**config.mk**
```make
export PLATFORM = sky130hd
export DESIGN_NAME = uart_transceiver
export DESIGN_NICKNAME = d
export VERILOG_FILES = /design/src/rtl/uart_transceiver.sv
export SDC_FILE = /design/constraint.sdc
export NUM_CORES = 1
export LEC_CHECK = 0
export ABC_AREA = 1
export CAP_MARGIN = 25
export CORE_UTILIZATION = 45
export DETAILED_ROUTE_END_ITERATION = 10
export PLACE_DENSITY = 0.69
export SYNTH_ARGS = -nofsm -noshare
export SYNTH_HDL_FRONTEND = slang
export SYNTH_SLANG_ARGS = --single-unit
```
**constraint.sdc**
```tcl
create_clock -name clk -period 2 [get_ports clk]
set_clock_uncertainty 0.15 [all_clocks]
set_input_delay 0.3 -clock clk [delete_from_list [all_inputs] [get_ports clk]]
set_output_delay 0.3 -clock clk [all_outputs]
set_load 0.01 [all_outputs]
```
**src/rtl/uart_transceiver.sv**
```systemverilog
// uart_transceiver: parametrised full-duplex UART with a serial transmitter
// and an oversampling receiver. Both sides use valid/ready handshakes
// toward the host.
//
// Optional feature macro: UART_PARITY_EN
//   defined   : a parity bit follows the data bits (even, or odd when
//               PARITY_ODD=1); the receiver checks it and drives rx_parity_err.
//   undefined : no parity bit; rx_parity_err is tied low.
//
// Ports:
//   clk, rst       system clock (rising edge), asynchronous active-high reset
//   tx_data        payload to transmit, captured on tx_valid && tx_ready
//   tx_valid       host offers tx_data
//   tx_ready       transmitter idle, able to accept a frame
//   tx             serial output, idle high
//   rx             serial input, asynchronous to clk
//   rx_data        last received payload
//   rx_valid       rx_data holds an unread frame
//   rx_ready       host consumes rx_data
//   rx_parity_err  one-cycle pulse, parity mismatch on the delivered frame
//   rx_frame_err   one-cycle pulse, stop bit sampled low
//   rx_overrun     one-cycle pulse, frame completed while rx_valid was high
module uart_transceiver #(
    parameter int CLK_FREQ   = 50000000,
    parameter int BAUD       = 9600,
    parameter int OVERSAMPLE = 16,
    parameter int DATA_BITS  = 8,
    parameter int STOP_BITS  = 1,
    parameter int PARITY_ODD = 0
) (
    input  logic                 clk,
    input  logic                 rst,
    input  logic [DATA_BITS-1:0] tx_data,
    input  logic                 tx_valid,
    output logic                 tx_ready,
    output logic                 tx,
    input  logic                 rx,
    output logic [DATA_BITS-1:0] rx_data,
    output logic                 rx_valid,
    input  logic                 rx_ready,
    output logic                 rx_parity_err,
    output logic                 rx_frame_err,
    output logic                 rx_overrun
);

    localparam int DIV_RAW = CLK_FREQ / (BAUD * OVERSAMPLE);
    localparam int DIV     = (DIV_RAW < 1) ? 1 : DIV_RAW;
    localparam int DW      = $clog2(DIV + 1);
    localparam int TW      = $clog2(OVERSAMPLE);

    localparam logic [DW-1:0] DIV_LAST  = DW'(DIV - 1);
    localparam logic [TW-1:0] TICK_LAST = TW'(OVERSAMPLE - 1);
    localparam logic [TW-1:0] TICK_HALF = TW'(OVERSAMPLE / 2 - 1);
    localparam logic [3:0]    DATA_LAST = 4'(DATA_BITS - 1);
    localparam logic [3:0]    STOP_LAST = 4'(STOP_BITS - 1);
`ifdef UART_PARITY_EN
    localparam logic          PAR_ODD   = (PARITY_ODD != 0);
`endif

    if (OVERSAMPLE < 4 || (OVERSAMPLE % 2) != 0 || DATA_BITS < 5 || DATA_BITS > 8 ||
        STOP_BITS < 1 || STOP_BITS > 2 || PARITY_ODD < 0 || PARITY_ODD > 1) begin : g_param_check
        $error("uart_transceiver: illegal parameter value");
    end

    typedef enum logic [2:0] {
        S_IDLE,
        S_START,
        S_DATA,
`ifdef UART_PARITY_EN
        S_PARITY,
`endif
        S_STOP
    } state_t;

    // ------------------------------------------------------------------
    // Transmitter
    // ------------------------------------------------------------------
    state_t               tx_state;
    logic [DW-1:0]        tx_div_cnt;
    logic [TW-1:0]        tx_tick_cnt;
    logic [3:0]           tx_bit_cnt;
    logic [DATA_BITS-1:0] tx_shreg;
    logic                 tx_bit_end;
`ifdef UART_PARITY_EN
    logic                 tx_par;
`endif

    assign tx_bit_end = (tx_div_cnt == DIV_LAST) && (tx_tick_cnt == TICK_LAST);

    always_ff @(posedge clk or posedge rst) begin
        if (rst) begin
            tx_state    <= S_IDLE;
            tx          <= 1'b1;
            tx_ready    <= 1'b1;
            tx_div_cnt  <= '0;
            tx_tick_cnt <= '0;
            tx_bit_cnt  <= '0;
            tx_shreg    <= '0;
`ifdef UART_PARITY_EN
            tx_par      <= 1'b0;
`endif
        end else begin
            if (tx_state != S_IDLE) begin
                if (tx_div_cnt == DIV_LAST) begin
                    tx_div_cnt  <= '0;
                    tx_tick_cnt <= (tx_tick_cnt == TICK_LAST) ? '0 : tx_tick_cnt + TW'(1);
                end else begin
                    tx_div_cnt <= tx_div_cnt + DW'(1);
                end
            end

            case (tx_state)
                S_IDLE: begin
                    // tx_ready re-arms one cycle after the frame ends
                    if (tx_ready && tx_valid) begin
                        tx_shreg    <= tx_data;
                        tx_state    <= S_START;
                        tx          <= 1'b0;
                        tx_ready    <= 1'b0;
                        tx_div_cnt  <= '0;
                        tx_tick_cnt <= '0;
                        tx_bit_cnt  <= '0;
`ifdef UART_PARITY_EN
                        tx_par      <= (^tx_data) ^ PAR_ODD;
`endif
                    end else begin
                        tx_ready <= 1'b1;
                    end
                end
                S_START: begin
                    if (tx_bit_end) begin
                        tx       <= tx_shreg[0];
                        tx_shreg <= {1'b0, tx_shreg[DATA_BITS-1:1]};
                        tx_state <= S_DATA;
                    end
                end
                S_DATA: begin
                    if (tx_bit_end) begin
                        if (tx_bit_cnt == DATA_LAST) begin
                            tx_bit_cnt <= '0;
`ifdef UART_PARITY_EN
                            tx         <= tx_par;
                            tx_state   <= S_PARITY;
`else
                            tx         <= 1'b1;
                            tx_state   <= S_STOP;
`endif
                        end else begin
                            tx_bit_cnt <= tx_bit_cnt + 4'd1;
                            tx         <= tx_shreg[0];
                            tx_shreg   <= {1'b0, tx_shreg[DATA_BITS-1:1]};
                        end
                    end
                end
`ifdef UART_PARITY_EN
                S_PARITY: begin
                    if (tx_bit_end) begin
                        tx         <= 1'b1;
                        tx_bit_cnt <= '0;
                        tx_state   <= S_STOP;
                    end
                end
`endif
                S_STOP: begin
                    if (tx_bit_end) begin
                        if (tx_bit_cnt == STOP_LAST) begin
                            tx_state <= S_IDLE;
                        end else begin
                            tx_bit_cnt <= tx_bit_cnt + 4'd1;
                        end
                    end
                end
                default: begin
                    tx_state <= S_IDLE;
                    tx       <= 1'b1;
                end
            endcase
        end
    end

    // ------------------------------------------------------------------
    // Receiver
    // ------------------------------------------------------------------
    logic                 rx_s1;
    logic                 rx_s2;
    state_t               rx_state;
    logic [DW-1:0]        rx_div_cnt;
    logic [TW-1:0]        rx_tick_cnt;
    logic [3:0]           rx_bit_cnt;
    logic [DATA_BITS-1:0] rx_shreg;
    logic                 rx_tick;
    logic                 rx_sample;
`ifdef UART_PARITY_EN
    logic                 rx_par_bit;
`endif

    always_ff @(posedge clk or posedge rst) begin
        if (rst) begin
            rx_s1 <= 1'b1;
            rx_s2 <= 1'b1;
        end else begin
            rx_s1 <= rx;
            rx_s2 <= rx_s1;
        end
    end

    // Start bit is checked half a bit in; every later sample is a full bit on
    assign rx_tick   = (rx_div_cnt == DIV_LAST);
    assign rx_sample = rx_tick && (rx_tick_cnt == ((rx_state == S_START) ? TICK_HALF : TICK_LAST));

    always_ff @(posedge clk or posedge rst) begin
        if (rst) begin
            rx_state      <= S_IDLE;
            rx_div_cnt    <= '0;
            rx_tick_cnt   <= '0;
            rx_bit_cnt    <= '0;
            rx_shreg      <= '0;
            rx_data       <= '0;
            rx_valid      <= 1'b0;
            rx_frame_err  <= 1'b0;
            rx_overrun    <= 1'b0;
`ifdef UART_PARITY_EN
            rx_par_bit    <= 1'b0;
            rx_parity_err <= 1'b0;
`endif
        end else begin
            rx_frame_err <= 1'b0;
            rx_overrun   <= 1'b0;
`ifdef UART_PARITY_EN
            rx_parity_err <= 1'b0;
`endif
            if (rx_valid && rx_ready) begin
                rx_valid <= 1'b0;
            end

            if (rx_tick) begin
                rx_div_cnt  <= '0;
                rx_tick_cnt <= (rx_tick_cnt == TICK_LAST) ? '0 : rx_tick_cnt + TW'(1);
            end else begin
                rx_div_cnt <= rx_div_cnt + DW'(1);
            end

            case (rx_state)
                S_IDLE: begin
                    if (!rx_s2) begin
                        rx_state    <= S_START;
                        rx_div_cnt  <= '0;
                        rx_tick_cnt <= '0;
                    end
                end
                S_START: begin
                    if (rx_sample) begin
                        if (rx_s2) begin
                            rx_state <= S_IDLE;
                        end else begin
                            rx_state    <= S_DATA;
                            rx_tick_cnt <= '0;
                            rx_bit_cnt  <= '0;
                        end
                    end
                end
                S_DATA: begin
                    if (rx_sample) begin
                        rx_shreg <= {rx_s2, rx_shreg[DATA_BITS-1:1]};
                        if (rx_bit_cnt == DATA_LAST) begin
`ifdef UART_PARITY_EN
                            rx_state <= S_PARITY;
`else
                            rx_state <= S_STOP;
`endif
                        end else begin
                            rx_bit_cnt <= rx_bit_cnt + 4'd1;
                        end
                    end
                end
`ifdef UART_PARITY_EN
                S_PARITY: begin
                    if (rx_sample) begin
                        rx_par_bit <= rx_s2;
                        rx_state   <= S_STOP;
                    end
                end
`endif
                S_STOP: begin
                    if (rx_sample) begin
                        rx_state <= S_IDLE;
                        if (!rx_s2) begin
                            rx_frame_err <= 1'b1;
                        end else if (!rx_valid || rx_ready) begin
                            // covers consume-and-load: the load wins over the clear
                            rx_data  <= rx_shreg;
                            rx_valid <= 1'b1;
`ifdef UART_PARITY_EN
                            rx_parity_err <= rx_par_bit ^ (^rx_shreg) ^ PAR_ODD;
`endif
                        end else begin
                            rx_overrun <= 1'b1;
                        end
                    end
                end
                default: rx_state <= S_IDLE;
            endcase
        end
    end

`ifndef UART_PARITY_EN
    assign rx_parity_err = 1'b0;
`endif

endmodule

```
# After elaboration in Yosys (flattened, before gate mapping)
# Index checks and enable logic that the tools add are counted.
[totals]
register_bits = 71
inputBits = 13
out_inout_bits = 14
elab_cells = 140
[op_classes]
addsub = 6
eq_ne = 28
n_mux = 66
bitwise_logic = 1
n_reduce_logical = 21
[op_table]
columns = ["cell", "n"]
rows = [
  ["$mux W4", 19],
  ["$mux W9", 7],
  ["$mux W3", 11],
  ["$mux W8", 4],
  ["$ne A2 B2 Y1 const B", 15],
  ["$pmux W3 S4", 2],
  ["$pmux W8 S3", 1],
  ["$reduce_and A5 Y1", 4],
  ["$add A9 B1 Y9 const B", 2],
  ["$eq A9 B9 Y1 const B", 2],
  ["$mux W1", 17],
  ["$add A4 B1 Y4 const B", 4],
  ["$pmux W4 S2", 2],
  ["$eq A3 B2 Y1 const B", 4],
  ["$pmux W4 S3", 1],
  ["$reduce_bool A3 Y1", 3],
  ["$eq A4 B3 Y1 const B", 2],
  ["$eq A4 B4 Y1 const B", 2],
  ["$reduce_and A4 Y1", 2],
  ["$eq A3 B1 Y1 const B", 2],
  ["$logic_not A3 Y1", 2],
  ["$reduce_and A6 Y1", 1],
  ["$eq A4 B4 Y1", 1],
  ["$logic_and A1 B1 Y1", 4],
  ["other kinds (8)", 8],
]

# Logic depth before layout (Yosys ltp)
[depth]
ltp_word = 6
mapped_depth = 11
mapped_depth_nobuf = 10

# Worst setup path after synthesis
# OpenSTA, ideal clock, no wires.
[synth_timing]
path_type = "reg-to-reg"
startpoint = "register tx_state[0]"
endpoint = "register tx_shreg[4]"
arrival_ns = 1.538
required_ns = 1.774
slack_ns = 0.236
path_stages_with_launch = 12
n_path_buf = 2
synth_period_minus_slack_ns = 1.764
path_cell_list = "dfrtp_1 > inv_1 > ha_1 > buf_2 > inv_1 > nand2_1 > o21ai_0 > a21oi_1 > nand2_2 > buf_2 > nand2_1 > o21ai_1"
[synth_between]
elab_chain_cells = 3
word_cells_on_any_way = 10
[synth_rtl]
columns = ["element", "line", "source"]
rows = [
  ["start, declared", "78", "state_t tx_state;"],
  ["start signal, assigned", "92", "tx_state <= S_IDLE;"],
  ["start signal, assigned", "117", "tx_state <= S_START;"],
  ["start signal, assigned", "134", "tx_state <= S_DATA;"],
  ["$eq A3 B2 Y1 (tied with other cells)", "112", "case (tx_state)"],
  ["$ne A2 B2 Y1 (no line) or $reduce_bool A3 Y1 (tied branches)", "--", ""],
  ["$reduce_and A5 Y1 (no line)", "--", ""],
  ["end signal, assigned", "116", "tx_shreg <= tx_data;"],
  ["end signal, assigned", "133", "tx_shreg <= {1'b0, tx_shreg[DATA_BITS-1:1]};"],
  ["end signal, assigned", "151", "tx_shreg <= {1'b0, tx_shreg[DATA_BITS-1:1]};"],
  ["end, declared", "82", "logic [DATA_BITS-1:0] tx_shreg;"],
]
# Parallel ways exist; a longest one is shown, timed or not.
# A chain may end at the register's enable or synchronous reset.

# Worst setup path after layout
[layout_timing]
startpoint = "register tx_ready"
endpoint = "output tx_ready"
[layout_lines]
columns = ["element", "line", "source"]
rows = [
  ["start, declared", "35", "output logic tx_ready,"],
  ["start signal, assigned", "94", "tx_ready <= 1'b1;"],
  ["start signal, assigned", "119", "tx_ready <= 1'b0;"],
  ["start signal, assigned", "127", "tx_ready <= 1'b1;"],
]
# No word-level cell between the ends.

==> reports/summary.txt <==
Mapped Avg Cell Area - 7.85 sq um
Routed Antenna Nets - 0
Layout cells sized above 1 - 0.0929
Clock Latency Late Sink - 0.35 ns
Worst Hold Class - input pin to async pin
# nets final - 527
Core area - 7770 sq um
Antenna violations before repair - 0
Die area - 8420 sq um
Largest area contributor in the netlist - dfrtp_1
Hold-fix buffers at CTS - 0
Count leader, synth - nand2_1
Area Overhead vs Synth - 18.9%
Cell Area, Synth - 3620 sq um
Worst vdd ir - 659 uV
Largest net degree at the start of global routing - 51
Footprint of the multi-input gates - 1670 sq um
Buf/Inv on CP - 1
Via count - 2957
Routability Congestion - 0.854
Tcrit/Tclk final - 0.935
FF-to-FF setup slack - 0.18 ns
Max stage delay cell, worst path - dfstp_2
Antenna diode count - 0
Fill cells - 714
Root Buffer - clkbuf_8
Shortest period the worst path allows - 1.87 ns
Seq/Total Area, Yosys - 0.478
IO buf count - 25
Crit path required time - 1.55 ns
Vias in the first global route - 2816
First-pass GRT wire length - 12100 microns
CP Cell Sequence - clkdlybuf4s50_1
Util after Layout - 0.555
Grt ovf - 0
Max-slew violations - 0
CTS max path bufs - 2
Ys flop type - dfrtp_1
Setup ws final - 0.130 ns
Placement Setup Slack - 0.0853 ns
Most frequent cells after synthesis - nand2_1 (130), dfrtp_1 (65), inv_1 (58), nor2_1 (52), nand3_1 (34)
Worst r2r dst - rx_data[6]
Top cell type's share of synthesized area - 0.449
Total power - 4410 uW
CTS Buf Count - 9
Final number of hold-violating endpoints - 0
Critical Path Sink Type - output pin
Pre-antenna DRT Iters - 4
Async SR Flop Fraction - 1.00
Yosys cell types - 30
Starting Density - 0.467
Iter 0 DRT Violations - 113
R2r startpoint - rx_div_cnt[0]
Post-DP HPWL - 4870 microns
Chip Height - 91.8 microns
Row cnt - 32
CTS tree - built
Delay-heaviest family, CP - flip-flops
Critical path launch point type - register
# Max-Cap Violations - 0
Syn Nets - 488
Status - complete, no violations
Clock net sink count - 69
Leakage - 0.00209 uW
# IOs - 27
Drt total wl - 6710 microns
Clk slew on worst S/H paths - 0.08 ns
Critical path arrival - 1.42 ns
Synth area leaders - dfrtp_1 (45%), nand2_1 (13%), inv_1 (6.0%)
Fmax - 535 MHz
Synthesis-stage register bit count - 69
Worst stage delay on the critical path - 0.55 ns
Crit Path Max Fanout - 3
Hold Slack - 0.209 ns
Setup TNS Final - 0 ns
WS Path Type - register to output pin
Pwr dens - 1020 nW/um^2
Routed WL per cell - 11.0 microns
Gr usage total - 0.181
Htree depth - 3
Cell count after synthesis - 462
Number of flops mapped to enable cells by yosys - 0
Endpoints failing setup - 0
Ys Warns - 0
Vias per cell - 4.86
Register Area - 1730 sq um
DRC viols - 0
Chip Width - 91.8 microns
Worst reg2reg path depth - 10
## worst reg2reg max path: cells and delay by family (launching register included)
family | cells | cell delay (ns)
buf+inv | 2 | 0.25
flops | 1 | 0.41
simple gates | 7 | 0.74
fa+ha+maj | 1 | 0.17
## layout make-up
| cell class | count | area share |
|---|---|---|
| inverters | 58 | 0.0514 |
| multi-input cells | 328 | 0.387 |
| well taps | 102 | 0.0296 |
| clock buffers | 9 | 0.0287 |
| flip-flops and latches | 69 | 0.402 |
| repair buffers | 35 | 0.0784 |
| clock inverters | 7 | 0.0229 |
## cells in the final DEF (no fill, tap or decap), types with 9 or more instances in the layout
cell type	instances
a21oi_1	10
buf_4	9
clkbuf_8	9
clkdlybuf4s50_1	25
dfrtp_1	65
ha_1	13
inv_1	57
nand2_1	130
nand3_1	33
nand4_1	10
nor2_1	51
o21ai_0	22
o21ai_1	16
## state kept, by name, indices dropped and copies added (netlist names), 8 cells and up
name        count
rx_div_cnt      9
rx_shreg        8
rx_data         8
tx_div_cnt      9
tx_shreg        8
## repair_timing
item                                    4_1_cts  5_1_grt
endpoints found under the hold margin         0        0
setup buffers                                 0        2
endpoints found under the setup margin        0       20
resized for setup                             0        5
## layer usage
layer	wire length [microns]	share of wire	GRT usage
met1	3230	0.48	0.238
met4	66	0.0098	0.0742
met5	0	0	0
met2	3180	0.47	0.288
met3	232	0.035	0.0431
## through the flow
step           cells  instance area, sq um
2_1_floorplan    462                  3630
3_3_place_gp     590                  4040
3_5_place_dp     590                  4040
4_1_cts          606                  4270
5_1_grt          608                  4310
6_report         608                  4310
## how the worst max path moves through the flow
stage | cells after the start | startpoint | to
after floorplan | 11 | tx_state[0] | tx_shreg[4]
after global placement | 8 | tx_valid | tx_shreg[7]
after detailed placement | 8 | tx_valid | tx_shreg[4]
after CTS | 1 | tx_ready | tx_ready
after global routing | 10 | rx_div_cnt[0] | rx_data[6]
final | 1 | tx_ready | tx_ready
## report_power, final
group / leakage (uW) / switching (uW) / internal (uW) / total, uW
Sequential: 0.000915 / 156 / 1600 / 1760
Combinational: 0.00107 / 848 / 534 / 1380
Clock: 0.000110 / 562 / 708 / 1270
## cell families (layout without fill, tap and decap cells)
| kind of cell | Yosys count | count (layout) | synth area share |
|---|---|---|---|
| AO/OA/AOI/OAI | 55 | 55 | 0.0794 |
| XOR/XNOR | 5 | 5 | 0.0121 |
| adder cells (fa/ha/maj) | 13 | 13 | 0.0449 |
| buffers and inverters | 65 | 109 | 0.0697 |
| flip-flops | 69 | 69 | 0.478 |
| multiplexers | 7 | 7 | 0.0193 |
| other | 1 | 1 | 0.00103 |
| AND/OR/NAND/NOR | 247 | 247 | 0.296 |
Note: power is estimated with default switching activity, not from simulation.
